**src/rtl/instr_fetch_unit.sv**
```systemverilog
// rtl/instr_fetch_unit.sv - instruction fetch with prefetch queue, redirect discard and HLT stop
module instr_fetch_unit #(
    parameter int WIDTH      = 32,
    parameter int ADDRSIZE   = 12,
    parameter int DEPTH      = 4,
    parameter int RESET_PC   = 0,
    parameter logic [3:0] HLT_OPCODE = 4'b1001
) (
    input  logic                       clk,
    input  logic                       reset,
    output logic                       imem_req,
    output logic [ADDRSIZE-1:0]        imem_addr,
    input  logic                       imem_ack,
    input  logic [WIDTH-1:0]           imem_rdata,
    input  logic                       redirect_valid,
    input  logic [ADDRSIZE-1:0]        redirect_pc,
    output logic                       ir_valid,
    input  logic                       ir_ready,
    output logic [WIDTH-1:0]           ir_data,
    output logic [ADDRSIZE-1:0]        ir_pc,
    output logic                       fetch_halted,
    output logic [$clog2(DEPTH):0]     q_count
);

    localparam int PW = $clog2(DEPTH);
    localparam int CW = PW + 1;
    localparam logic [CW-1:0] DEPTH_C = CW'(DEPTH);
    localparam logic [ADDRSIZE-1:0] RESET_ADDR = ADDRSIZE'(RESET_PC);

    logic [WIDTH-1:0]    data_q [DEPTH];
    logic [ADDRSIZE-1:0] pc_q   [DEPTH];
    logic [PW-1:0]       rd_ptr, wr_ptr;
    logic [CW-1:0]       count;
    logic [ADDRSIZE-1:0] pc;
    logic                discard;
    logic                halted;

    logic                xfer, held, push, pop;
    logic [CW-1:0]       count_next;
    logic [ADDRSIZE-1:0] pc_next;
    logic                halted_next;
    logic                req_next;

    assign ir_valid     = (count != '0);
    assign ir_data      = ir_valid ? data_q[rd_ptr] : '0;
    assign ir_pc        = ir_valid ? pc_q[rd_ptr] : '0;
    assign fetch_halted = halted;
    assign q_count      = count;

    // A redirect cancels both the push and the pop of its own cycle.
    always_comb begin
        xfer        = imem_req & imem_ack;
        held        = imem_req & ~imem_ack;
        push        = xfer & ~discard & ~redirect_valid;
        pop         = ir_valid & ir_ready & ~redirect_valid;
        count_next  = count;
        pc_next     = pc;
        halted_next = halted;
        if (redirect_valid) begin
            count_next  = '0;
            pc_next     = redirect_pc;
            halted_next = 1'b0;
        end else begin
            count_next = count + {{(CW-1){1'b0}}, push} - {{(CW-1){1'b0}}, pop};
            if (push) begin
                pc_next = pc + ADDRSIZE'(1);
                if (imem_rdata[WIDTH-1:WIDTH-4] == HLT_OPCODE)
                    halted_next = 1'b1;
            end
        end
        // An un-acked request must stay up with its address; otherwise issue only
        // when the queue still has room for the word it would bring back.
        req_next = held | (~halted_next & (count_next < DEPTH_C));
    end

    always_ff @(posedge clk) begin
        if (!reset) begin
            pc        <= RESET_ADDR;
            rd_ptr    <= '0;
            wr_ptr    <= '0;
            count     <= '0;
            discard   <= 1'b0;
            halted    <= 1'b0;
            imem_req  <= 1'b0;
            imem_addr <= RESET_ADDR;
        end else begin
            if (redirect_valid) begin
                rd_ptr <= '0;
                wr_ptr <= '0;
            end else begin
                if (push) begin
                    data_q[wr_ptr] <= imem_rdata;
                    pc_q[wr_ptr]   <= imem_addr;
                    wr_ptr         <= wr_ptr + PW'(1);
                end
                if (pop)
                    rd_ptr <= rd_ptr + PW'(1);
            end
            count  <= count_next;
            pc     <= pc_next;
            halted <= halted_next;
            // The stale in-flight word is marked for dropping when it finally returns.
            discard   <= redirect_valid ? held : (discard & ~xfer);
            imem_req  <= req_next;
            imem_addr <= held ? imem_addr : pc_next;
        end
    end

endmodule

```
**config.mk**
```make
export PLATFORM = sky130hd
export DESIGN_NAME = instr_fetch_unit
export DESIGN_NICKNAME = d
export VERILOG_FILES = /design/src/rtl/instr_fetch_unit.sv
export SDC_FILE = /design/constraint.sdc
export NUM_CORES = 1
export LEC_CHECK = 0
export CAP_MARGIN = 10
export CORE_MARGIN = 2
export CORE_UTILIZATION = 33
export CTS_CLUSTER_DIAMETER = 200
export CTS_CLUSTER_SIZE = 14
export DETAILED_ROUTE_END_ITERATION = 12
export DONT_BUFFER_PORTS = 1
export PLACE_DENSITY = 0.44
export SLEW_MARGIN = 0
export SYNTH_ARGS = -nofsm -noshare
export SYNTH_HDL_FRONTEND = slang
export SYNTH_SLANG_ARGS = --single-unit
```
**constraint.sdc**
```tcl
create_clock -name clk -period 3.5 [get_ports clk]
set_clock_uncertainty 0.15 [all_clocks]
set_input_delay 0.525 -clock clk [delete_from_list [all_inputs] [get_ports clk]]
set_output_delay 0.525 -clock clk [all_outputs]
set_load 0.1 [all_outputs]
```
# Word-level counts from Yosys, hierarchy flattened
# Memories as Yosys holds them, arrays and structs flattened. A register that Yosys moved wholly into a read port is not among the register bits.
# Index checks and enable logic that the tools add are counted.
dict set report op_classes {
  n_eq_ne 1
  muxes 17
  n_lt_le_gt_ge 1
  shift 0
  mul 0
  reduce_logical 2
  n_addsub 5
  bitwise_logic 15
  n_div 0
}
# operator count
set op_table {}
lappend op_table {{12-bit 2-to-1 mux} 3}
lappend op_table {{32-bit 2-to-1 mux} 1}
lappend op_table {{12-bit by 1-bit adder with 12-bit output, second input constant} 1}
lappend op_table {{1-bit bitwise AND} 8}
lappend op_table {{1-bit 2-to-1 mux} 8}
lappend op_table {{2-bit 2-to-1 mux} 4}
lappend op_table {{1-bit NOT} 6}
lappend op_table {{2-bit by 1-bit adder with 2-bit output, second input constant} 2}
lappend op_table {{4-bit == test, second input constant} 1}
lappend op_table {{3-bit by 1-bit adder with 3-bit output} 1}
lappend op_table {{3-bit less-than comparator, second input constant} 1}
lappend op_table {{3-bit 2-to-1 mux} 1}
lappend op_table {{3-bit nonzero test} 1}
lappend op_table {{3-bit by 1-bit subtractor with 3-bit output} 1}
lappend op_table {{2-bit OR reduction} 1}
lappend op_table {{1-bit OR} 1}
dict set report word_totals {
  mem_count 2
  regBits 34
  ramBits 176
  out_inout_bits 62
  in_bits 49
  rom_bits 0
  latchBits 0
}
# memory depth width read_ports rd_ports_with_merged_regs write_ports line_no
set mem_list {}
lappend mem_list {data_q 4 32 1 1 1 30} ;# logic [WIDTH-1:0] data_q [DEPTH];
lappend mem_list {pc_q 4 12 1 1 1 31} ;# logic [ADDRSIZE-1:0] pc_q [DEPTH];

# Depth between registers and ports, before layout
# Gate-level depths: netlist of run 1.
dict set report depth {
  depth_word 9
  ltp_mapped 11
  ltp_nobuf 10
}

# Worst setup path after synthesis of run 1
# OpenSTA, ideal clock, no wires.
dict set report synth_timing {
  path_type {reg-to-output}
  from {reg count[2], in the netlist q_count[2]}
  to {out ir_data[10]}
  path_stages_with_launch 4
  t_arrival_ps 2922
  path_slack_ps -97
  t_required_ps 2825
  cell_sequence {dfxtp_1 nor3_1 clkbuf_1 nor2b_1}
}
dict set report synth_via {
  elab_chain_cells 2
}
# item line_no
set synth_lines {}
lappend synth_lines {{from (decl)} 33} ;# logic [CW-1:0] count;
lappend synth_lines {{from (signal assigned)} 99} ;# count <= count_next;
lappend synth_lines {{3-bit nonzero test} 44} ;# assign ir_valid = (count != '0);
lappend synth_lines {{32-bit 2-to-1 mux} 45} ;# assign ir_data = ir_valid ? data_q[rd_ptr] : '0;
lappend synth_lines {{to (decl)} 19} ;# output logic [WIDTH-1:0] ir_data,
# No other way between the ends.

==> flow_summary.toml, run 1 <==
[synth]
synth-warning-count = 0
avgSynthCellArea_um2 = 17.63
synth_edf_count = 176
postSynth.topFlopCell = "edfxtp_1"
synth_seq_cells = 212
syn-cell-area_mm2 = 0.008284
synth_cells = 470
synth_async_sr_flop_share_pct = 0
synth-seq-area-share_pct = 72.50
synth_nets = 527
synthDistinctLibCells = 40

[placed_design]
placed_cells = 833
hpwl_um = 10900
port_buffers = 0
gp_congestion = 0.7598

[setup_path]
reg2reg_from = "discard"
path_class = "register to output pin"
rr_endpoint = "imem_req"
startpoint_type = "register"
r2r_cells = 10
regToRegSetupSlack_ns = 0.99
worst-path-max-fanout = 18
endpoint_kind = "output pin"
cp.required_ns = 2.82
crit_arrival_ns = 2.35

[clock_tree]
clk_pin_slew_ns = 0.07
cts_setup_buffers = 0
cts_sinks = 212
cts_tree = "done"
insertion_delay_ns = 0.48
cts_buffer_depth = 3
cts_resized = 0
cts_buffers = 19
cts_hold_buf = 34
htree_levels = 1
root_buffer = "clkbuf_16"

[routing]
ant_nets = 0
firstDrtPassIters = 4
wl_um = 18060
drtIter0Drc = 253
post_drt_wl_per_cell_um = 20.05
drc = 0
vias_per_cell = 4.829
vias = 4351

[sta]
setup_viol = 0
fin_crit_ns = 3.029
slew_headroom_pct = 19.64
period_share_pct = 86.54
tightest_slew_ns = 1.204
hold_viol = 0
rsz0062_at_grt = "no"
final-max-slew-violation-count = 0
fmax_mhz = 330.2

[die]
die_h_um = 162.4
dieWidth_um = 162.4
io_pins = 111
dieArea_mm2 = 0.02639
start_util_pct = 33.87
rows = 57
coreArea_mm2 = 0.02446

[pwr]
power.density_mw_per_mm2 = 500.3
peakVddDrop_v = 0.0001990
p_leak_nw = 3.352

[layout]
final_util_pct = 41.46
fillers = 2252
area_delta_synth_final_pct = 22.41
final_common_cell = "edfxtp_1"
nets = 622
n_antenna_cell = 0
stdcell_count = 901
final_cell_mix = "176 x edfxtp_1, 55 x buf_4, 44 x mux4_2, 44 x nor2b_2, 35 x dlygate4sd3_1"
drive_above_1_share_pct = 31.72

[flow_run]
maxCapViolCount = 0

[status]
status = "finished, final reports clean"

[min_path]
min_path_type = "input pin to register"
holdPathStages = 2
worstHoldStart = "reset"
min_to = "pc[11]"

[global_routing]
grt_pass1_vias = 4659
antenna_found_initial = 0
grt_overflow_total = 0
grt_use_total_pct = 14.07
grt_pass1_wl_um = 27940
grt_max_degree = 46
logic make-up after synthesis:
family	share of synthesized area [%]
adders and majority gates	1.299
xor gates and xnor gates	1.374
and+or+nand+nor	8.564
buffers and inverters	1.586
AOI/OAI and AO/OA	2.235
DFF	72.50
muxes	12.45
Yosys cell counts (2+ instances only):
master    instances  area (µm²)
a211oi_1          2       15.01
ha_1              7       87.58
nor4_1            2       12.51
and3_1            7       43.79
mux4_2           44       991.0
clkbuf_1         14       52.55
nor2b_1          45       281.5
xor2_1            6       52.55
edfxtp_1        176        5285
o21ba_2           3       30.03
o21ai_0          12       60.06
dfxtp_1          36       720.7
a21oi_1           5       25.02
nand4_1           4       25.02
mux2i_1           4       40.04
and2_1            4       25.02
nand3_1          12       60.06
xnor2_1           7       61.31
a31oi_1           2       12.51
nor2_1           21       78.83
nand2b_1          4       25.02
nand2_1          19       71.32
inv_1             6       22.52
nor3_1            4       20.02
buf_2             6       30.03
clkinv_1          2       7.510
nor3b_1           2       15.01
o21ai_1           2       10.01
sequential cells by signal, summed over array words and instances, names as in the netlist, named ones only:
signal / cells
data_q: 128
pc_q: 48
imem_addr: 12
pc: 12
q_count: 3
rd_ptr: 2
wr_ptr: 2
discard: 1
fetch_halted: 1
imem_req: 1
layout make-up:
class	count	area (µm²)	area share [%]
Clock buffer	32	524.3	5.170
Clock inverter	1	16.27	0.1604
Inverter	9	33.78	0.3331
Multi-Input combinational cell	227	2267	22.36
Sequential cell	212	6011	59.27
Tap cell	324	405.4	3.998
Timing Repair Buffer	96	883.3	8.711
how the worst max path moves through the flow:
stage                         startpoint          end  slack, ns  cells past startpoint
after detailed placement  redirect_valid     imem_req       0.78                     10
final                           register     ir_pc[1]       0.47                      4
after CTS                       register     ir_pc[1]       0.39                      4
after floorplan               q_count[2]  ir_data[10]       -0.1                      3
after global placement    redirect_valid     imem_req       0.87                     10
after global routing            register     ir_pc[2]       0.31                      4
where the power goes:
group	leakage (nW)	switching, mW	internal (mW)
combinational	1.20	0.201	0.0974
clock	0.256	0.878	1.03
sequential	1.89	0.109	2.76
critical path: stages, from the launching register on:
cell and delay, ns:
dfxtp_4 0.62, buf_12 0.26, mux4_2 0.54, nor2b_2 0.17, buf_4 0.26
per-stage QoR:
| step | hold WS (ns) | power [mW] | setup WS [ns] | area (µm²) | TNS [ns] |
|---|---|---|---|---|---|
| 3_3_place_gp | 0.3403 | 3.182 | 0.8743 | 9250 | 0 |
| 2_1_floorplan | 0.3158 | 3.111 | -0.09686 | 8284 | -3.774 |
| 3_5_place_dp | 0.3499 | 3.184 | 0.7822 | 9250 | 0 |
| 4_1_cts | 0.0005878 | 5.154 | 0.3925 | 10130 | 0 |
| 6_report | 0.03064 | 5.073 | 0.4711 | 10140 | 0 |
| 5_1_grt | 0.01317 | 5.270 | 0.3133 | 10140 | 0 |
layer usage:
metal,GRT usage (%),wire [µm]
met1,18.77,8040
met2,23.69,8875
met3,2.979,872
met4,3.379,276
met5,0,0
Note: power is estimated with default switching activity, not from simulation.
==> run 2, diff against run 1 <==
--- a/config.mk
+++ b/config.mk
@@ -6,13 +6,15 @@
 export NUM_CORES = 1
 export LEC_CHECK = 0
 export CAP_MARGIN = 10
+export CELL_PAD_IN_SITES_DETAIL_PLACEMENT = 1
+export CELL_PAD_IN_SITES_GLOBAL_PLACEMENT = 1
 export CORE_MARGIN = 2
 export CORE_UTILIZATION = 33
 export CTS_CLUSTER_DIAMETER = 200
 export CTS_CLUSTER_SIZE = 14
 export DETAILED_ROUTE_END_ITERATION = 12
 export DONT_BUFFER_PORTS = 1
-export PLACE_DENSITY = 0.44
+export PLACE_DENSITY = 0.5
 export SLEW_MARGIN = 0
 export SYNTH_ARGS = -nofsm -noshare
 export SYNTH_HDL_FRONTEND = slang
==> constraint.sdc (replaced) <==
create_clock -name clk -period 3.8 [get_ports clk]
set_clock_uncertainty 0.15 [all_clocks]
set_input_delay 0.57 -clock clk [delete_from_list [all_inputs] [get_ports clk]]
set_output_delay 0.57 -clock clk [all_outputs]
set_load 0.1 [all_outputs]
==> run 2 against run 1 <==
Compared with the run above:
- critical path depth is 1 higher
- power decreased by 7.8%
- critical endpoint is now ir_data[31]
- utilization decreased by 0.45 points
- via count down 1.1%
- clock power decreased by 7%
- hold slack better by 0.0029 ns
==> flow_summary.toml, run 2 (synthesis gave the netlist of run 1 again) <==
[sta]
tightest_slew_ns = 1.184
rsz0062_at_grt = "no"
fin_crit_ns = 3.132
hold_viol = 0
period_share_pct = 82.43
whs_ns = 0.03358
setup_viol = 0
slew_headroom_pct = 20.93
fmax_mhz = 319.3
fin_tns_setup_ns = 0
final-max-slew-violation-count = 0

[clock_tree]
clk_pin_slew_ns = 0.07
cts_hold_buf = 26
cts_tree = "done"
cts_resized = 0
root_buffer = "clkbuf_16"
cts_buffers = 19
cts_setup_buffers = 0
insertion_delay_ns = 0.49
htree_levels = 1
cts_buffer_depth = 3
cts_sinks = 212

[setup_path]
cp.required_ns = 3.08
crit_end = "ir_data[31]"
cp_num_buf_inv = 3
worst-path-max-fanout = 45
r2r_cells = 11
rr_endpoint = "imem_req"
regToRegSetupSlack_ns = 1.06
critPathSlowestCell = "buf_4"
crit_arrival_ns = 2.41
crit_path_cell_trace = "buf_4 -> nor3_2 -> buf_4 -> nor2b_2 -> buf_4"
endpoint_kind = "output pin"
path_class = "register to output pin"
worst-path-stages = 5
reg2reg_from = "q_count[2]"
critPathLaunch = "q_count[2]"
startpoint_type = "register"
cpMostUsedCell = "buf_4"
max_stage_delay_ns = 0.68
cp_top_family = "buffers and inverters"

[status]
status = "finished, final reports clean"

[global_routing]
grt_overflow_total = 0
grt_pass1_vias = 4809
antenna_found_initial = 0
grt_pass1_wl_um = 28970
grt_max_degree = 46
grt.met1_usage_pct = 19.29
grtUsageMet2_pct = 24.93
grt_util_met3_pct = 2.954
grt_use_total_pct = 14.65
top_usage_layer = "met2"

[flow_run]
maxCapViolCount = 0

[layout]
nets = 616
final_util_pct = 41.01
final_cell_mix = "176 x edfxtp_1, 62 x buf_4, 44 x mux4_2, 44 x nor2b_2, 34 x dfxtp_1"
fin_area_mm2 = 0.01003
largest_register_ffs = 128
final_common_cell = "edfxtp_1"
largest-register = "data_q"
n_antenna_cell = 0
drive_above_1_share_pct = 32.69
area_delta_synth_final_pct = 21.10
top_regs = "data_q: 128 flops, pc_q: 48 flops"

[die]
dieWidth_um = 162.4
start_util_pct = 33.87
coreArea_mm2 = 0.02446
die_h_um = 162.4
dieArea_mm2 = 0.02639
io_pins = 111
rows = 57

[placed_design]
post_dp_cell_area_mm2 = 0.009223
port_buffers = 0
hpwl_um = 11830
gp_congestion = 0.7523

[routing]
drtIter0Drc = 231
firstDrtPassIters = 4
vias = 4301
wl_um = 18890
post_drt_wl_per_cell_um = 21.09
ant_nets = 0
drc = 0
vias_per_cell = 4.800

[pwr]
power.density_mw_per_mm2 = 466.2
p_leak_nw = 3.324
peakVddDrop_v = 0.0002149

[min_path]
holdPathStages = 1
worstHoldStart = "imem_ack"
min_path_type = "input pin to register"
==> run 2: cell types whose count changed in the layout (fill, tap and decap cells not counted), sizes merged <==
cell	delta
buf	+3
dlygate4sd3	-9
inv	+1
==> run 2: per-stage QoR <==
stage | power, mW | setup slack [ns] | std cells
floorplan | 2.865 | 0.1581 | 470
finish | 4.677 | 0.6678 | 896
global route | 4.845 | 0.5430 | 896
global placement | 2.932 | 0.9193 | 836
detailed placement | 2.937 | 0.8219 | 836
CTS | 4.755 | 0.6104 | 896
==> run 2: area by class of cell <==
cell class	instances	area, µm²
clock buffer	32	524.3
clock inverter	2	25.02
fill	2381	14430
inverter	9	33.78
multi-input combinational	227	2267
sequential	212	6011
tap	324	405.4
timing repair buffer	90	765.7
==> run 2: worst min-delay path by stage <==
stage                          endpoint  slack, ns
after global placement        wr_ptr[1]       0.33
after global routing      data_q[0][30]      0.008
after CTS                  data_q[3][2]       0.01
after detailed placement      wr_ptr[0]       0.35
final                           discard       0.03
after floorplan               wr_ptr[0]       0.32
==> run 2: power by group <==
group	internal, mW	switching, mW
sequential	2.55	0.0989
combinational	0.0847	0.184
clock	0.950	0.814
==> run 2: layer usage <==
metal	vias to the layer above	wire length [µm]
li1	1977	-
met1	2203	8360
met2	97	9268
met3	24	933
met4	0	332
met5	-	0
==> run 3, diff against run 2 <==
--- a/config.mk
+++ b/config.mk
@@ -14,7 +14,7 @@
 export CTS_CLUSTER_SIZE = 14
 export DETAILED_ROUTE_END_ITERATION = 12
 export DONT_BUFFER_PORTS = 1
-export PLACE_DENSITY = 0.5
+export PLACE_DENSITY = 0.52
 export SLEW_MARGIN = 0
 export SYNTH_ARGS = -nofsm -noshare
 export SYNTH_HDL_FRONTEND = slang
==> constraint.sdc (replaced) <==
create_clock -name clk -period 2.56 [get_ports clk]
set_clock_uncertainty 0.15 [all_clocks]
set_input_delay 0.384 -clock clk [delete_from_list [all_inputs] [get_ports clk]]
set_output_delay 0.384 -clock clk [all_outputs]
set_load 0.1 [all_outputs]
==> run 3 against run 2 <==
Compared with the run above:
- the run now ends with negative setup slack left
- utilization is 4.9 points higher
- global-route usage is 0.17 points higher
- non-clock buffer count is 41 higher
- sequential share of layout area is 6.2 points lower
- routed wire length is 0.97% higher
- sequential power is 44% higher
- design area is 12% higher
- critical path depth stayed put
- clock power is 48% higher
- register-to-register slack worse by 0.86 ns
- combinational power is 140% higher
- hold slack worse by 0.0058 ns
==> flow_summary.toml, run 3 (synthesis gave the netlist of run 1 again) <==
[placed_design]
port_buffers = 0
hpwl_um = 11470
pre_cts_slack_ns = 0.1695
gp_congestion = 0.7575

[sta]
period_share_pct = 100.0
whs_ns = 0.02781
tightest_slew_ns = 0.7071
slew_headroom_pct = 52.70
fin_tns_setup_ns = -0.001199
final-max-slew-violation-count = 0
fin_crit_ns = 2.561
hold_viol = 0
layout_setup_ws_ns = -0.001199
setup_viol = 1
rsz0062_at_grt = "yes"
fmax_mhz = 390.4

[layout]
n_antenna_cell = 0
final_cell_mix = "176 x edfxtp_1, 51 x buf_12, 44 x mux4_2"
nets = 657
top_regs = "data_q: 128 flops, pc_q: 48 flops"
area_delta_synth_final_pct = 35.45
final_common_cell = "edfxtp_1"
largest_register_ffs = 128
drive_above_1_share_pct = 35.40
final_util_pct = 45.87
largest-register = "data_q"

[global_routing]
antenna_found_initial = 0
grt_max_degree = 46
grt_pass1_vias = 4971
grt_use_total_pct = 14.82
grt_pass1_wl_um = 29600
grt_overflow_total = 0

[setup_path]
crit_path_cell_trace = "buf_12 -> buf_12 -> mux4_2 -> nor2b_2 -> buf_12"
worst-path-max-fanout = 5
cpMostUsedCell = "buf_12"
max_stage_delay_ns = 0.51
path_class = "register to output pin"
crit_arrival_ns = 2.03
startpoint_type = "register"
cp.required_ns = 2.03
endpoint_kind = "output pin"
critPathSlowestCell = "mux4_2"
regToRegSetupSlack_ns = 0.20

[clock_tree]
cts_buffers = 19
htree_levels = 1
insertion_delay_ns = 0.49
cts_tree = "done"
root_buffer = "clkbuf_16"
cts_buffer_depth = 3
clk_pin_slew_ns = 0.07
cts_sinks = 212

[routing]
ant_nets = 0
drtIter0Drc = 257
firstDrtPassIters = 4
vias = 4497
drc = 0
wl_um = 19080
post_drt_wl_per_cell_um = 20.36
vias_per_cell = 4.799

[min_path]
min_path_type = "input pin to register"

[die]
rows = 57
start_util_pct = 33.87
coreArea_mm2 = 0.02446
dieArea_mm2 = 0.02639
die_h_um = 162.4
io_pins = 111
dieWidth_um = 162.4

[status]
violations = "negative setup slack"
status = "finished with violations"

[pwr]
p_leak_nw = 3.755
power.total_mw = 7.048
power.density_mw_per_mm2 = 628.1
peakVddDrop_v = 0.0003456

[flow_run]
maxCapViolCount = 0
## run 3: cell count changes in the layout (fill, tap and decap cells not counted), moves of 14 or more
cell           before  now
buf_4              62   26
dlygate4sd3_1      26   43
nor2b_2            44   30
buf_12              2   51
nor2b_4             0   14
## run 3: metal layers
layer	track usage, %	part of all wire (%)	vias up
met5	0	0	-
met4	2.977	1.2	0
met3	2.368	4.5	22
met2	25.67	50	91
met1	19.92	45	2317
li1	-	-	2067
## run 3: cell type report
| cell class | instances | area (µm²) |
|---|---|---|
| fill | 2323 | 13240 |
| sequential | 212 | 6026 |
| multi-input combinational | 227 | 2351 |
| timing repair buffer | 131 | 1856 |
| clock buffer | 32 | 524.3 |
| tap | 324 | 405.4 |
| inverter | 9 | 33.78 |
| clock inverter | 2 | 25.02 |
## run 3: critical path, delay by kind of cell, from the launching register on
kind	cells	cell delay [ns]
AND/OR/NAND/NOR	1	0.19
multiplexers	1	0.51
flip-flops	1	0.38
buffers and inverters	3	0.44
## run 3: final timing paths
kind                            cells after the start            to           start
worst max-delay path                                5      ir_pc[1]        register
worst min-delay path                                3         pc[1]  redirect_valid
worst max register to register                     10      imem_req      q_count[1]
worst min register to register                      2  imem_addr[3]    imem_addr[3]
## run 3: stage by stage
stage	instance area (µm²)	instances
finish	11220	937
global route	11220	937
CTS	11130	936
detailed placement	9769	850
global placement	9769	850
floorplan	8433	470
## run 3: power breakdown
group / internal (mW) / switching, mW / total (mW)
clock network: 1.41 / 1.20 / 2.61
registers: 3.77 / 0.0274 / 3.80
logic: 0.210 / 0.423 / 0.633
total: 5.39 / 1.65 / 7.05
## run 3: what timing repair did
| action | CTS | global route |
|---|---|---|
| gates resized for setup | 50 | 18 |
| endpoints found under the setup margin | 45 | 40 |
| endpoints found under the hold margin | 153 | 0 |
| hold buffers | 43 | 0 |
| gates cloned | 5 | 0 |
| buffers inserted | 4 | 1 |
